[src/rtl/memory_read_ctrl.sv]
// memory_read_ctrl: walks a packet's block chain and streams its payload out as bytes, releasing each block after use
package mem_pkg;
  localparam int ADDR_W = 8;
  localparam int PAYLOAD_BYTES = 8;
  typedef struct packed {
    logic [ADDR_W-1:0] next_idx;
    logic              eop;
    logic [6:0]        rsvd;
  } footer_t;
  localparam int FOOTER_BITS = $bits(footer_t);
  localparam int BLOCK_BITS = FOOTER_BITS + 8 * PAYLOAD_BYTES;
endpackage

module memory_read_ctrl
  import mem_pkg::*;
#(
  parameter int LEN_W = 16
) (
  input  logic                  clk,
  input  logic                  rst,
  input  logic                  pkt_valid_i,
  output logic                  pkt_ready_o,
  input  logic [ADDR_W-1:0]     pkt_start_addr_i,
  input  logic [LEN_W-1:0]      pkt_len_i,
  output logic                  mem_re_o,
  output logic [ADDR_W-1:0]     mem_addr_o,
  input  logic                  mem_rvalid_i,
  input  logic [BLOCK_BITS-1:0] mem_rdata_i,
  output logic [7:0]            data_o,
  output logic                  data_valid_o,
  output logic                  data_begin_o,
  output logic                  data_end_o,
  input  logic                  data_ready_i,
  output logic                  fl_free_req_o,
  output logic [ADDR_W-1:0]     fl_free_idx_o,
  input  logic                  fl_free_gnt_i,
  output logic                  err_o
);
  localparam int PB_W = $clog2(PAYLOAD_BYTES + 1);
  localparam int PI_W = $clog2(PAYLOAD_BYTES);
  typedef enum logic [2:0] {IDLE, RD_REQ, RD_WAIT, STREAM, FREE} state_t;
  state_t state, state_d;
  logic [ADDR_W-1:0] cur_idx;
  logic [LEN_W-1:0] remaining, blk_full;
  logic first, err_q, accept, hs, last_in_blk, grant, err_d, unused_bits;
  logic [BLOCK_BITS-1:0] blk;
  logic [PAYLOAD_BYTES-1:0][7:0] payload;
  logic [PI_W-1:0] byte_ptr;
  logic [PB_W-1:0] blk_cnt;
  footer_t ft;
  assign ft = footer_t'(blk[FOOTER_BITS-1:0]);
  assign payload = blk[BLOCK_BITS-1:FOOTER_BITS];
  assign blk_full = remaining < LEN_W'(PAYLOAD_BYTES) ? remaining : LEN_W'(PAYLOAD_BYTES);
  assign unused_bits = ^{blk_full[LEN_W-1:PB_W], ft.rsvd};
  assign accept = state == IDLE && pkt_valid_i && pkt_len_i != '0;
  assign hs = state == STREAM && data_ready_i;
  assign last_in_blk = PB_W'(byte_ptr) == blk_cnt - PB_W'(1);
  assign grant = state == FREE && fl_free_gnt_i;
  assign err_d = (state == IDLE && pkt_valid_i && pkt_len_i == '0) || (grant && ((remaining == '0) != ft.eop));
  // state register
  always_ff @(posedge clk or posedge rst)
    if (rst) state <= IDLE;
    else state <= state_d;
  // next-state: one read, a byte burst and one release per block
  always_comb
    state_d = state == IDLE    ? (accept ? RD_REQ : IDLE) :
              state == RD_REQ  ? RD_WAIT :
              state == RD_WAIT ? (mem_rvalid_i ? STREAM : RD_WAIT) :
              state == STREAM  ? (hs && last_in_blk ? FREE : STREAM) :
              grant            ? (remaining != '0 && !ft.eop ? RD_REQ : IDLE) : FREE;
  // packet walk state: current block, bytes left, block buffer and position within it
  always_ff @(posedge clk or posedge rst)
    if (rst) begin
      cur_idx <= '0;
      remaining <= '0;
      first <= 1'b0;
      blk <= '0;
      byte_ptr <= '0;
      blk_cnt <= '0;
      err_q <= 1'b0;
    end else begin
      err_q <= err_d;
      if (accept) begin
        cur_idx <= pkt_start_addr_i;
        remaining <= pkt_len_i;
        first <= 1'b1;
      end
      if (state == RD_WAIT && mem_rvalid_i) begin
        blk <= mem_rdata_i;
        byte_ptr <= '0;
        blk_cnt <= blk_full[PB_W-1:0];
      end
      if (hs) begin
        byte_ptr <= byte_ptr + PI_W'(1);
        remaining <= remaining - LEN_W'(1);
        first <= 1'b0;
      end
      if (grant && remaining != '0 && !ft.eop) cur_idx <= ft.next_idx;
    end
  // outputs decoded from state; everything reads zero outside its owning state
  always_comb begin
    pkt_ready_o = state == IDLE && !rst;
    mem_re_o = state == RD_REQ;
    mem_addr_o = state == RD_REQ ? cur_idx : '0;
    data_valid_o = state == STREAM;
    data_o = state == STREAM ? payload[byte_ptr] : '0;
    data_begin_o = state == STREAM && first;
    data_end_o = state == STREAM && remaining == LEN_W'(1);
    fl_free_req_o = state == FREE;
    fl_free_idx_o = state == FREE ? cur_idx : '0;
    err_o = err_q;
  end
endmodule

[config.mk]
export PLATFORM = sky130hd
export DESIGN_NAME = memory_read_ctrl
export DESIGN_NICKNAME = d
export VERILOG_FILES = /design/src/rtl/memory_read_ctrl.sv
export SDC_FILE = /design/constraint.sdc
export NUM_CORES = 1
export LEC_CHECK = 0
export CELL_PAD_IN_SITES_DETAIL_PLACEMENT = 1
export CELL_PAD_IN_SITES_GLOBAL_PLACEMENT = 1
export CORE_UTILIZATION = 39
export CTS_CLUSTER_SIZE = 12
export DETAILED_ROUTE_END_ITERATION = 10
export GPL_TIMING_DRIVEN = 0
export PLACE_DENSITY = 0.87
export SKIP_CTS_REPAIR_TIMING = 1
export SYNTH_ARGS = -nofsm -noshare
export SYNTH_HDL_FRONTEND = slang
export SYNTH_SLANG_ARGS = --single-unit
[constraint.sdc]
create_clock -name clk -period 7.8 [get_ports clk]
set_clock_uncertainty 0.2 [all_clocks]
set_input_delay 1.56 -clock clk [delete_from_list [all_inputs] [get_ports clk]]
set_output_delay 1.56 -clock clk [all_outputs]
set_load 0.02 [all_outputs]
# ---- Yosys cells after proc, flatten, opt, wreduce, memory -nomap -nowiden
# Index checks and enable logic that the tools add are counted.
dict set report word_totals {
  regBits 116
  output_inout_bits 31
  input_bits 110
  word_cells 68
}
dict set report op_classes {
  add_sub_neg 3
  n_mux 23
  n_lt_le_gt_ge 2
  n_reduce_logical 25
  n_eq_ne 7
}
# op count
set op_table {}
lappend op_table {{8-bit 2-to-1 mux} 6}
lappend op_table {{16-bit zero test} 2}
lappend op_table {{16-bit 2-to-1 mux} 2}
lappend op_table {{16-bit nonzero test} 2}
lappend op_table {{8-bit binary-select mux with 3-bit select} 1}
lappend op_table {{3-bit 2-to-1 mux} 8}
lappend op_table {{16-bit by 1-bit equality test with 1-bit output (second input constant)} 1}
lappend op_table {{16-bit by 4-bit less-than comparator with 1-bit output (second input constant)} 1}
lappend op_table {{16-bit by 1-bit subtractor with 16-bit output (second input constant)} 1}
lappend op_table {{1-bit logical AND} 14}
lappend op_table {{3-bit by 2-bit equality test with 1-bit output (second input constant)} 2}
lappend op_table {{2-bit nonzero test} 3}
lappend op_table {{1-bit 2-to-1 mux} 5}
lappend op_table {{3-bit by 4-bit equality test with 1-bit output} 1}
lappend op_table {{3-bit by 4-bit less-than comparator with 1-bit output (second input constant)} 1}
lappend op_table {{4-bit 2-to-1 mux} 1}
lappend op_table {{4-bit by 1-bit subtractor with 4-bit output (second input constant)} 1}
lappend op_table {{3-bit by 1-bit adder with 3-bit output (second input constant)} 1}
lappend op_table {{3-bit by 1-bit equality test with 1-bit output (second input constant)} 1}
lappend op_table {{3-bit equality test (second input constant)} 1}
lappend op_table {{3-bit zero test} 1}
lappend op_table {{1-bit zero test} 2}
lappend op_table {{1-bit logical OR} 1}
lappend op_table {{1-bit inequality test} 1}

# ---- Depth between registers and ports, before layout
dict set report logic_depth {
  ltp_word 8
  ltp_mapped 7
  ltp_nobuf 7
}

# ---- Worst setup path before layout
# OpenSTA, ideal clock, no wires.
dict set report synth_path {
  path_type {input-to-output}
  start {input rst}
  end {output pkt_ready_o}
  setup_slack_ns 3.853
  stages 1
  arrival_ns 2.187
  t_required_ns 6.040
  n_path_buf 0
  path_cell_list {nor4_1}
}
dict set report synth_via {
  elab_chain_cells 2
}
# item line_no
set synth_lines {}
lappend synth_lines {{start, declared} 20} ;# input logic rst,
lappend synth_lines {{1-bit zero test} 102} ;# pkt_ready_o = state == IDLE && !rst;
lappend synth_lines {{1-bit logical AND} 102}
lappend synth_lines {{end, declared} 22} ;# output logic pkt_ready_o,
# No other way between the ends.

# ---- Final worst setup path
# Ends and elaborated chain as after synthesis.

==> metrics <==
sequential share of power=slightly below 40%; number of antenna violations at the first check in global routing=0; hold wc startpoint=blk[77]$_DFFE_PP0P_; Post-synth top flop=dfrtp_1; starting density of the core=between 40 and 50%; Hold Path End=blk[77]$_DFFE_PP0P_; Final #Nets=about 840; synthesized area=~5300 um2; reg-to-reg critical path startpoint=state[1]$_DFF_PP0_; H-tree Lvls=3; GPL Wtd Cong=about 0.87; chip height=~120 um; largest net degree at the start of global routing=73; setup_tns=0 ns; final critical-path setup slack=between 3 and 4 ns; clock latency at the later pin of the worst-skew pair=about 0.36 ns; vias in the first global route=5,325; Async SR Flop Fraction=100%; root buffer cell=clkbuf_16; Max Transition Viols Final=0; CTS tree=done; Placed Cells=890; pre-CTS WS=3.16 ns; Yosys cell types=between 40 and 50; kind of critical path=in2out; number of synthesis warnings=0; design area=just over 7000 um2; Global Route Usage Sum=between 20% and 30%; final WL=approximately 17 mm; global-route wire length before repair=around 28 mm; Die W=119 um; Remaining DRCs=0; Synth Net Count=between 600 and 700; post-synthesis area per instance=approximately 9.2 um2; Final period util=59.6%; Peak VDD IR=0.199 mV; post-synthesis register bit count=between 100 and 150; total net switching power=about 1.0 mW; Cells after Synth=between 500 and 600; combinational share of power=about two fifths; Routed Antenna Nets=0; Worst slew margin=about 50%; Maximum Capacitance Violations=0; Hold Crit Depth=2; status=complete, no violations; Post-Layout Cell Count=about 910; Worst Path Max Fanout=2; most frequent cells in the layout=nand2_1 (250), clkdlybuf4s50_1 (133), dfrtp_1 (109); Clock Power Share=a little under a fifth; drt initial violations=roughly 210; grt ovf=0; Hold Path Class=reg2reg; area after detailed placement=6910 um2; reg2reg setup slack=5.49 ns; Std-Cell Rows=42; layout cell share with drive strength beyond 1=under 10%; Setup violations, final=0; vias=~4,800; Int Pwr=around 1.5 mW; clk slew on worst S/H paths=0.07 ns; Port Buf Inserts=133; Req. time, crit path=6.04 ns; Critical Path Start Type=input port; Period minus WS final=4.65 ns; io pins=between 100 and 150; clock buffer depth=2; Leak Pwr=~3.3 nW; RSZ-0062 raised after global routing=false; routed length per instance=roughly 19 um; measured slew at the worst slew-check pin=between 0.7 and 0.8 ns; power after layout=around 2.5 mW; CP arrival=around 2.9 ns; Register-to-Register Path Depth=7; CP endpoint kind=primary output; final hold viol count=0; Core ar.=between 10,000 and 15,000 um2; commonest non-fill, non-tap cell in the layout=nand2_1; Peak Freq=roughly 220 MHz; Pre-antenna DRT Iters=4; Cell Pwr Density=between 300 and 400 nW/um2; sequential area share after synthesis=approximately half; switch share=roughly 40%; Post-synth EDFFs=0; ANT cells=0; CTS buffer count=9; Die Area=14,100 um2; DP HPWL=around 13 mm; vias per inst=5.33; R2R Path End=blk[75]$_DFFE_PP0P_; area grow syn2layout=35.6%; clk sink count=approximately 110
-- final cells by class --
cell class | count | area (um2)
buffer | 32 | 151
clock buffer | 10 | 239
clock inverter | 6 | 72.6
fill | 1540 | 6080
inverter | 9 | 36.3
multi-input combinational | 430 | 2410
sequential | 109 | 2730
tap | 176 | 220
timing repair buffer | 134 | 1360
-- synth_stat cells (all sizes together) (8+ instances only) --
| cell type | count | area [um2] |
|---|---|---|
| mux4 | 16 | 360 |
| dfrtp | 109 | 2730 |
| nor2 | 25 | 93.8 |
| inv | 9 | 33.8 |
| nand2 | 250 | 938 |
| nand3 | 10 | 50.1 |
| nor3 | 8 | 40.0 |
| mux2i | 10 | 100 |
| clkbuf | 21 | 78.8 |
| a22oi | 11 | 92.6 |
| nor4 | 9 | 71.3 |
| o211ai | 9 | 67.6 |
| buf | 11 | 72.6 |
| and2 | 11 | 68.8 |
| and3 | 12 | 76.3 |
| o21ai | 17 | 85.1 |
-- power by group through the flow --
stage                     clock [mW]  sequential, mW  combinational [mW]
final                          0.485           0.998                1.06
after global routing           0.508            1.03                1.16
after CTS                      0.487           0.996                1.07
after detailed placement           0            1.00                1.05
after global placement             0           0.977               0.979
after floorplan                    0           0.938               0.695
-- worst max-delay path, stage by stage --
cell	delay, ns
clkdlybuf4s50_1	0.47
nor4_1	0.21
clkdlybuf4s50_1	0.65
-- through the flow --
step                      util [%]  hold WS (ns)
after detailed placement      51.9         0.263
after CTS                     54.3         0.280
after global routing          54.3         0.309
after global placement        51.7         0.252
final                         54.3         0.282
after floorplan                  -         0.240
-- kinds of logic after synthesis --
logic type               Yosys count  synth area share [%]
AO/OA/AOI/OAI                     51                  6.56
XOR/XNOR                           5                 0.823
adder cells (fa/ha/maj)            6                  1.41
buffers and inverters             41                  3.48
flip-flops                       109                  51.2
multiplexers                      26                  8.65
AND/OR/NAND/NOR                  342                  27.8
-- routing by layer --
metal	wire length [um]	global-route usage [%]	vias to the layer above
met5	0	0	-
met4	568	12.1	0
met3	785	3.54	36
met2	8540	44.4	157
met1	7060	31.0	2399
li1	-	-	2233
-- state kept, by name (all words and copies together) (netlist names) --
name / count
blk: 73
blk_cnt: 4
byte_ptr: 3
cur_idx: 8
err_o: 1
first: 1
remaining: 16
state: 3
-- how the worst max path moves through the flow --
| stage | slack, ns | from | cells past startpoint | end |
|---|---|---|---|---|
| after floorplan | 3.17 | rst | 1 | blk[10]$_DFFE_PP0P_ |
| after CTS | 3.15 | rst | 3 | pkt_ready_o |
| after detailed placement | 3.16 | rst | 3 | pkt_ready_o |
| final | 3.15 | rst | 3 | pkt_ready_o |
| after global routing | 3.08 | byte_ptr[1]$_DFFE_PP0P_ | 6 | data_o[2] |
| after global placement | 1.65 | rst | 2 | blk[32]$_DFFE_PP0P_ |
Power figures use the tool's default switching activity.
